==> config.mk <==
export PLATFORM = sky130hd
export DESIGN_NAME = alu_arbiter
export DESIGN_NICKNAME = d
export VERILOG_FILES = /design/src/rtl/alu_arbiter_pkg.sv /design/src/rtl/alu_arbiter_pick.sv /design/src/rtl/alu_arbiter.sv
export SDC_FILE = /design/constraint.sdc
export NUM_CORES = 1
export LEC_CHECK = 0
export CORE_ASPECT_RATIO = 1.75
export CORE_MARGIN = 2
export CORE_UTILIZATION = 41
export CTS_CLUSTER_SIZE = 24
export DETAILED_ROUTE_END_ITERATION = 16
export PLACE_DENSITY = 0.76
export SYNTH_ARGS = -nofsm -noshare
export SYNTH_HDL_FRONTEND = slang
export SYNTH_SLANG_ARGS = --single-unit
==> constraint.sdc <==
create_clock -name i_CLK -period 2.8 [get_ports i_CLK]
set_input_delay 0.56 -clock i_CLK [delete_from_list [all_inputs] [get_ports i_CLK]]
set_output_delay 0.56 -clock i_CLK [all_outputs]
set_load 0.005 [all_outputs]
==> src/rtl/alu_arbiter_pkg.sv <==
// Shared constants and types for the two-requester ALU arbiter.
// Opcode map of the 8-bit ALU; 4'hF is the one code the ALU ignores.
package alu_arbiter_pkg;

  localparam logic [3:0] ALUOP_ADD  = 4'h0;
  localparam logic [3:0] ALUOP_ADC  = 4'h1;
  localparam logic [3:0] ALUOP_SUB  = 4'h2;
  localparam logic [3:0] ALUOP_SBB  = 4'h3;
  localparam logic [3:0] ALUOP_AND  = 4'h4;
  localparam logic [3:0] ALUOP_OR   = 4'h5;
  localparam logic [3:0] ALUOP_XOR  = 4'h6;
  localparam logic [3:0] ALUOP_NOT  = 4'h7;
  localparam logic [3:0] ALUOP_SHL  = 4'h8;
  localparam logic [3:0] ALUOP_SHR  = 4'h9;
  localparam logic [3:0] ALUOP_INC  = 4'hA;
  localparam logic [3:0] ALUOP_DEC  = 4'hB;
  localparam logic [3:0] ALUOP_PASA = 4'hC;
  localparam logic [3:0] ALUOP_PASB = 4'hD;
  localparam logic [3:0] ALUOP_NEG  = 4'hE;
  localparam logic [3:0] ALUOP_NOP  = 4'hF;

  localparam logic [1:0] ST_IDLE = 2'd0;
  localparam logic [1:0] ST_EXEC = 2'd1;
  localparam logic [1:0] ST_CAPT = 2'd2;

  typedef struct packed {
    logic [3:0] op;
    logic [7:0] a;
    logic [7:0] b;
  } alu_req_t;

  function automatic logic [1:0] owner_mask(input logic owner);
    return owner ? 2'b10 : 2'b01;
  endfunction

endpackage

==> src/rtl/alu_arbiter_pick.sv <==
// Combinational two-way picker: eligible = req & mask, ties go to ptr.
module rr_pick2
  import alu_arbiter_pkg::*;
(
  input  logic [1:0] req,
  input  logic [1:0] mask,
  input  logic       ptr,
  output logic [1:0] gnt
);

  logic [1:0] elig;

  assign elig = req & mask;

  always_comb begin
    gnt = 2'b00;
    case (elig)
      2'b01:   gnt = 2'b01;
      2'b10:   gnt = 2'b10;
      2'b11:   gnt = ptr ? 2'b10 : 2'b01;
      default: gnt = 2'b00;
    endcase
  end

endmodule

==> src/rtl/alu_arbiter.sv <==
// Shares one 8-bit ALU between two requesters with round-robin arbitration
// and a carry-preserving lock that is forcibly broken after STARVE_LIMIT ops.
module alu_arbiter
  import alu_arbiter_pkg::*;
#(
  parameter int unsigned STARVE_LIMIT = 4
) (
  input  logic       i_CLK,
  input  logic       i_RST,
  input  logic       i_Req0,
  input  logic       i_Req1,
  input  logic       i_Lock0,
  input  logic       i_Lock1,
  input  logic [3:0] i_Op0,
  input  logic [3:0] i_Op1,
  input  logic [7:0] i_A0,
  input  logic [7:0] i_B0,
  input  logic [7:0] i_A1,
  input  logic [7:0] i_B1,
  output logic       o_Gnt0,
  output logic       o_Gnt1,
  output logic       o_Done0,
  output logic       o_Done1,
  output logic [7:0] o_Result,
  output logic       o_Z,
  output logic       o_S,
  output logic       o_C,
  output logic       o_OF,
  output logic       o_LockBrk,
  output logic [3:0] o_ALUOp,
  output logic [7:0] o_ALUData1,
  output logic [7:0] o_ALUData2,
  input  logic [7:0] i_ALUResult,
  input  logic       i_ALUZ,
  input  logic       i_ALUS,
  input  logic       i_ALUC,
  input  logic       i_ALUOF
);

  localparam logic [3:0] LIMIT = 4'(STARVE_LIMIT);

  logic [1:0] state;
  logic       owner;
  logic       locked;
  logic       ptr;
  logic       brk_pend;
  logic [3:0] lock_cnt;

  logic [1:0] req;
  logic [1:0] mask;
  logic [1:0] pick;
  logic       lock_live;
  logic       win;
  logic       win_lock;
  logic [3:0] cnt_next;
  logic       hit_limit;
  alu_req_t   sel;

  assign req = {i_Req1, i_Req0};

  // A lock only counts while its owner is still requesting.
  assign lock_live = locked && (owner ? i_Req1 : i_Req0);
  assign mask      = lock_live ? owner_mask(owner) : 2'b11;

  rr_pick2 u_pick (
    .req  (req),
    .mask (mask),
    .ptr  (ptr),
    .gnt  (pick)
  );

  assign win       = pick[1];
  assign win_lock  = win ? i_Lock1 : i_Lock0;
  assign cnt_next  = (lock_live ? lock_cnt : 4'd0) + 4'd1;
  assign hit_limit = (cnt_next >= LIMIT);
  assign sel       = win ? alu_req_t'{op: i_Op1, a: i_A1, b: i_B1}
                         : alu_req_t'{op: i_Op0, a: i_A0, b: i_B0};

  always_ff @(posedge i_CLK or posedge i_RST) begin
    if (i_RST) begin
      state      <= ST_IDLE;
      owner      <= 1'b0;
      locked     <= 1'b0;
      ptr        <= 1'b0;
      brk_pend   <= 1'b0;
      lock_cnt   <= 4'd0;
      o_Gnt0     <= 1'b0;
      o_Gnt1     <= 1'b0;
      o_Done0    <= 1'b0;
      o_Done1    <= 1'b0;
      o_LockBrk  <= 1'b0;
      o_Result   <= 8'h00;
      o_Z        <= 1'b0;
      o_S        <= 1'b0;
      o_C        <= 1'b0;
      o_OF       <= 1'b0;
      o_ALUOp    <= ALUOP_NOP;
      o_ALUData1 <= 8'h00;
      o_ALUData2 <= 8'h00;
    end else begin
      o_Done0   <= 1'b0;
      o_Done1   <= 1'b0;
      o_LockBrk <= 1'b0;
      case (state)
        ST_IDLE: begin
          if (locked && !lock_live) begin
            locked   <= 1'b0;
            lock_cnt <= 4'd0;
          end
          if (|pick) begin
            state      <= ST_EXEC;
            o_ALUOp    <= sel.op;
            o_ALUData1 <= sel.a;
            o_ALUData2 <= sel.b;
            o_Gnt0     <= !win;
            o_Gnt1     <= win;
            owner      <= win;
            ptr        <= !win;
            // The op that reaches the limit still runs; only the lock is dropped.
            if (win_lock && !hit_limit) begin
              locked   <= 1'b1;
              lock_cnt <= cnt_next;
            end else begin
              locked   <= 1'b0;
              lock_cnt <= 4'd0;
            end
            brk_pend <= win_lock && hit_limit;
          end
        end
        ST_EXEC: begin
          o_ALUOp <= ALUOP_NOP;
          state   <= ST_CAPT;
        end
        ST_CAPT: begin
          o_Result  <= i_ALUResult;
          o_Z       <= i_ALUZ;
          o_S       <= i_ALUS;
          o_C       <= i_ALUC;
          o_OF      <= i_ALUOF;
          o_Gnt0    <= 1'b0;
          o_Gnt1    <= 1'b0;
          o_Done0   <= !owner;
          o_Done1   <= owner;
          o_LockBrk <= brk_pend;
          brk_pend  <= 1'b0;
          state     <= ST_IDLE;
        end
        default: state <= ST_IDLE;
      endcase
    end
  end

endmodule

**After elaboration in Yosys (flattened, before gate mapping)**

Index checks and enable logic that the tools add are counted.

- Word-level logic and storage cells: 72
- Input port bits: 58
- Register bits: 47
- Output and inout port bits: 37

- Bitwise operators: 1
- Muxes and demuxes: 27
- Eq/ne operators: 6
- Reduce and logical (&&, ||, !) cells: 17
- Order comparisons: 1
- $add $sub $neg: 1

Operators with widths:

| operator | count |
|---|---|
| two-way mux 20 bit | 1 |
| two-way mux 4 bit | 5 |
| two-way mux 1 bit | 11 |
| two-way mux 2 bit | 4 |
| case mux 4 bit (2 select lines) | 1 |
| AND reduction 2 bit | 4 |
| == test 2 bit (second input constant) | 3 |
| case mux 1 bit (2 select lines) | 3 |
| case mux 2 bit (3 select lines) | 1 |
| nonzero test 2 bit | 3 |
| adder 4 x 1 -> 4 bit (second input constant) | 1 |
| == test 2 x 1 -> 1 bit (second input constant) | 2 |
| >= comparator 4 x 3 -> 1 bit (second input constant) | 1 |
| logical AND 1 bit | 4 |
| logical NOT 1 bit | 4 |
| case mux 2 bit (2 select lines) | 1 |
| bitwise AND 2 bit | 1 |
| logical NOT 2 bit | 1 |
| inequality test 2 bit (second input constant) | 1 |
| OR reduction 2 bit | 1 |

**Logic depth before layout (Yosys ltp)**

- Depth after elaboration: 10
- Gate-level depth with buffers: 8
- Depth with buffers taken out: 7

**Cells and area by module**

From an unflattened synthesis, not the netlist that was laid out.

- Cells, all modules: 192
- Area, all modules: 2090.8 um2

Modules (own cells, without submodules):

| module | cells an instance | area each (um2) | times used | sequential area each (um2) |
|---|---|---|---|---|
| alu_arbiter | 189 | 2070.7 | 1 | 1181.1 |
| rr_pick2 | 3 | 20.0 | 1 | 0.0 |

**Worst setup path after synthesis**

Ideal clock, no wire load.

- Kind: input to register
- Start: input i_Req0
- End: register locked
- Cell stages on the path: 8
- Library setup time: 0.132 ns
- Setup slack: 0.644 ns
- Buffers on the path: 1
- Data arrival time: 2.024 ns
- Cell sequence: buf_4 > mux2_2 > and3_2 > ha_1 > and2_1 > a41oi_1 > o211a_1 > o21ai_0

- Cells in the longest elaborated chain, start to end: 10
- Elaborated cells between the ends (all ways): 21
- Classes of those cells: 1 x add/sub; 1 x order compare; 3 x eq/ne; 7 x mux; 1 x bitwise; 8 x reduce/logical

Ends and longest elaborated chain:

| element | RTL line | RTL |
|---|---|---|
| from (decl) | alu_arbiter.sv:10 | `input logic i_Req0,` |
| parallel branches: the longest is 10 deep, another holds adder 4 x 1 -> 4 bit | - |  |
| to (signal assigned) | alu_arbiter.sv:107 | `locked <= 1'b0;` |
| to (signal assigned) | alu_arbiter.sv:121 | `locked <= 1'b1;` |
| to (signal assigned) | alu_arbiter.sv:124 | `locked <= 1'b0;` |
| to (decl) | alu_arbiter.sv:44 | `logic locked;` |

Several ways; the timed one is not identified.
A chain may end at the register's enable or synchronous reset.

**Worst setup path in the final report**

Same ends and word-level chain as after synthesis.

==> reports/summary.log <==
[status] status complete, no violations
[power] Power Density 952 nW/um^2
[sta] final hold viol count 0
[sta] final clock period utilization by the worst path 0.805
[cells_and_area] final layout net count 317
[cells_and_area] post-route core utilization 0.636
[sta] maximum clock rate 444 MHz
[cells_and_area] non-filler instance count after layout 313
[floorplanning] core outline area 4930 um^2
[grt] pin count of the biggest net entering global routing 20
[route] detailed-routing iteration count for the pre-antenna-repair pass 4
[synth] count of cell types in the netlist 34
[grt] Total Routing Usage GR 0.194
[synth] cell with the most instances after synthesis sky130_fd_sc_hd__dfrtp_1
[route] Via Count 1,632
[synth] count of synthesis-stage warnings from yosys 0
[route] DRC Markers 0
[floorplanning] Starting Density 0.420
[placement] number of placed instances with taps included 305
[synth] register bit count reported by yosys 47
[sta] unrepaired setup endpoints after global routing false
[setup_path] CP peak stage delay 430 ps
[cts] number of sinks on the clock net 47
[synth] Syn Std Cell Area 2070 um^2
[floorplanning] total die area 5660 um^2
[setup_path] ordered cell list for the critical path clkdlybuf4s50_1 > mux2_2 > and3_2 > ha_1 > and2_1 > a41oi_1 > o211a_1 > o21ai_0
[placement] PortBufs 94
[cells_and_area] antenna cell count 0
[setup_path] standard cell with the maximum stage delay on the critical path sky130_fd_sc_hd__clkdlybuf4s50_1
[floorplanning] number of rows created at floorplan 34
[setup_path] endpoint of the most critical setup path locked
[synth] asr flop ratio synth 1.00
[synth] number of cells produced by synthesis 160
[cts] cells resized by post-CTS repair 0
[setup_path] Data required, critical path 2980 ps
[grt] global route overflow 0
[power] Peak supply drop 0.000568 V
[sta] accumulated negative setup slack 0 ps
[cts] clock insertion delay at the later pin of the skew report 300 ps
[cts] count of buffers added by post-CTS timing repair for setup 0
[grt] wire length of the first global-routing pass 8.51 mm
[route] remaining antenna violation count 0
[synth] top cell type by total area after synthesis sky130_fd_sc_hd__dfrtp_1
[setup_path] Crit Path Category primary input to flip-flop
[setup_path] register-to-register setup slack 640 ps
[setup_path] Reg2Reg Depth 7
[sta] min cycle time layout 2250 ps
[cells_and_area] filler cell count 414
[cts] clock root buffer master sky130_fd_sc_hd__clkbuf_8
[cts] number of H-tree branching levels 2
[cells_and_area] area used by multi-input combinational logic 803 um^2
[cts] CTS hold repair buffers 0
[placement] post-detailed-placement half-perimeter wirelength 3.90 mm
[route] Iteration-0 DRC Markers 48
[floorplanning] vertical extent of the die 98.0 um
[cells_and_area] Area Overhead vs Synth 51.5%
[sta] slew at the pin closest to its max-slew limit 679 ps
[synth] average size of a mapped cell 12.9 um^2
[cts] CTS tree done
[synth] top cells by area, synth sky130_fd_sc_hd__dfrtp_1, sky130_fd_sc_hd__a221o_1, sky130_fd_sc_hd__mux2_2
[cells_and_area] storage element area 1180 um^2
[setup_path] kind of capture point of the worst setup path flip-flop
[setup_path] Crit Reg-Reg Endpoint locked
[setup_path] launching instance or port of the critical path i_Req0
[sta] Finish-stage setup viols 0
[worst_hold_path] worst hold path class flip-flop to flip-flop
[route] per-cell routed wire length 16.4 um
[synth] sequential cell area fraction in the yosys report 0.570
[power] LEAKAGE 1.36 nW
[synth] portion of synthesized cell area occupied by the leading cell type 0.519
[setup_path] CP Data Arrival Time 2430 ps
[cts] number of buffers created by CTS 5
[floorplanning] number of top-level pins 95
[cells_and_area] share of post-route cells with drive strength above 1 0.154
[synth] top cells by instance count after synthesis sky130_fd_sc_hd__dfrtp_1, sky130_fd_sc_hd__and2_1, sky130_fd_sc_hd__a221o_1
[synth] Post-synth EDFFs 0
[sta] Relative slew margins 0.547
[floorplanning] Die Span X 57.7 um
[route] DRT Wirelength 5.12 mm
[cts] Reg clk slew, reported paths 90 ps
[setup_path] crit path launch type primary input
[route] Avg Vias per Cell 5.21
[grt] via count of the first global-routing pass 1,745
[grt] antenna violations before repair 0
[setup_path] crit-path max FO 5
[worst_hold_path] cell depth of the worst hold path 1
[sta] fin. max-slew vios 0
[placement] final weighted congestion in routability-driven placement 0.778
[cts] Bufs on Longest Clock Path 2
[synth] most used flip-flop cell after synthesis sky130_fd_sc_hd__dfrtp_1
[synth] Post-Syn Nets 219
[sta] worst-case clock skew 9.60 ps
[setup_path] Worst R2R Start owner
[job] number of max-capacitance violations reported 0
-- power by group --
group	switching (mW)	leakage (nW)	internal (mW)
clock network	0.227	0.0452	0.177
registers	0.174	0.577	0.990
logic	0.535	0.743	0.887
-- cells by family (layout without fill, tap and decap cells) --
kind of cell / after synthesis / after routing / synth area share
AND/OR/NAND/NOR: 43 / 43 / 0.120
flip-flops: 47 / 47 / 0.570
AO/OA/AOI/OAI: 38 / 38 / 0.161
adder cells (fa/ha/maj): 1 / 1 / 0.00604
multiplexers: 18 / 18 / 0.101
buffers and inverters: 13 / 112 / 0.0423
-- critical path, delay by kind of cell --
kind            cells  cell delay [ps]
fa+ha+maj           1              220
mux                 1              310
compound gates      3              510
simple gates        2              410
buf+inv             1              430
-- worst min-delay path by stage --
stage / start / end / slack [ps]
after floorplan: brk_pend / o_LockBrk / 450
after CTS: o_Gnt1 / o_Gnt1 / 490
after global placement: o_Gnt1 / o_Gnt1 / 460
final: o_Gnt1 / o_Gnt1 / 490
after detailed placement: o_Gnt1 / o_Gnt1 / 470
after global routing: o_Gnt1 / o_Gnt1 / 500
-- cells in the final DEF (no fill, tap or decap), drive strengths merged --
cell type       n
mux2i           5
nand4           1
nand2           4
dfstp           4
clkinv          2
clkdlybuf4s50  94
a41oi           1
o21a            1
ha              1
and3            2
a221o          16
nor2            6
a22o            1
a21o            4
and4            1
o31ai           3
mux2           13
nor2b           3
clkbuf          6
o211a           2
buf             6
o21ai           4
inv             4
dfrtp          43
and2           22
nor3            4
a21oi           6
-- flip-flops by register name, indices dropped and copies added, names as in the netlist, 2 cells and up --
signal and flops:
o_ALUData1 8, o_ALUData2 8, o_Result 8, lock_cnt 4, o_ALUOp 4, state 2
-- routing by layer --
metal / track usage / share of wire / vias up
li1: - / - / 779
met1: 0.227 / 0.36 / 804
met2: 0.344 / 0.59 / 43
met3: 0.0331 / 0.029 / 6
met4: 0.0751 / 0.015 / 0
met5: 0 / 0 / -
-- layout make-up --
cell class	count	share of cell area
clock buffer	6	0.0231
clock inverter	2	0.00438
inverter	4	0.00478
multi-input combinational	100	0.256
sequential	47	0.376
tap	54	0.0215
timing repair buffer	100	0.314
-- metrics by stage --
step                      power [mW]  hold WS, ps  setup WS (ps)  area, um^2
after CTS                       3.03          488            539        3140
after global routing            3.19          503            462        3140
after detailed placement        2.61          469            228        3050
after global placement          2.58          461            305        3050
final                           2.99          485            547        3140
after floorplan                 1.90          454            644        2070
Note: power is estimated with default switching activity, not from simulation.
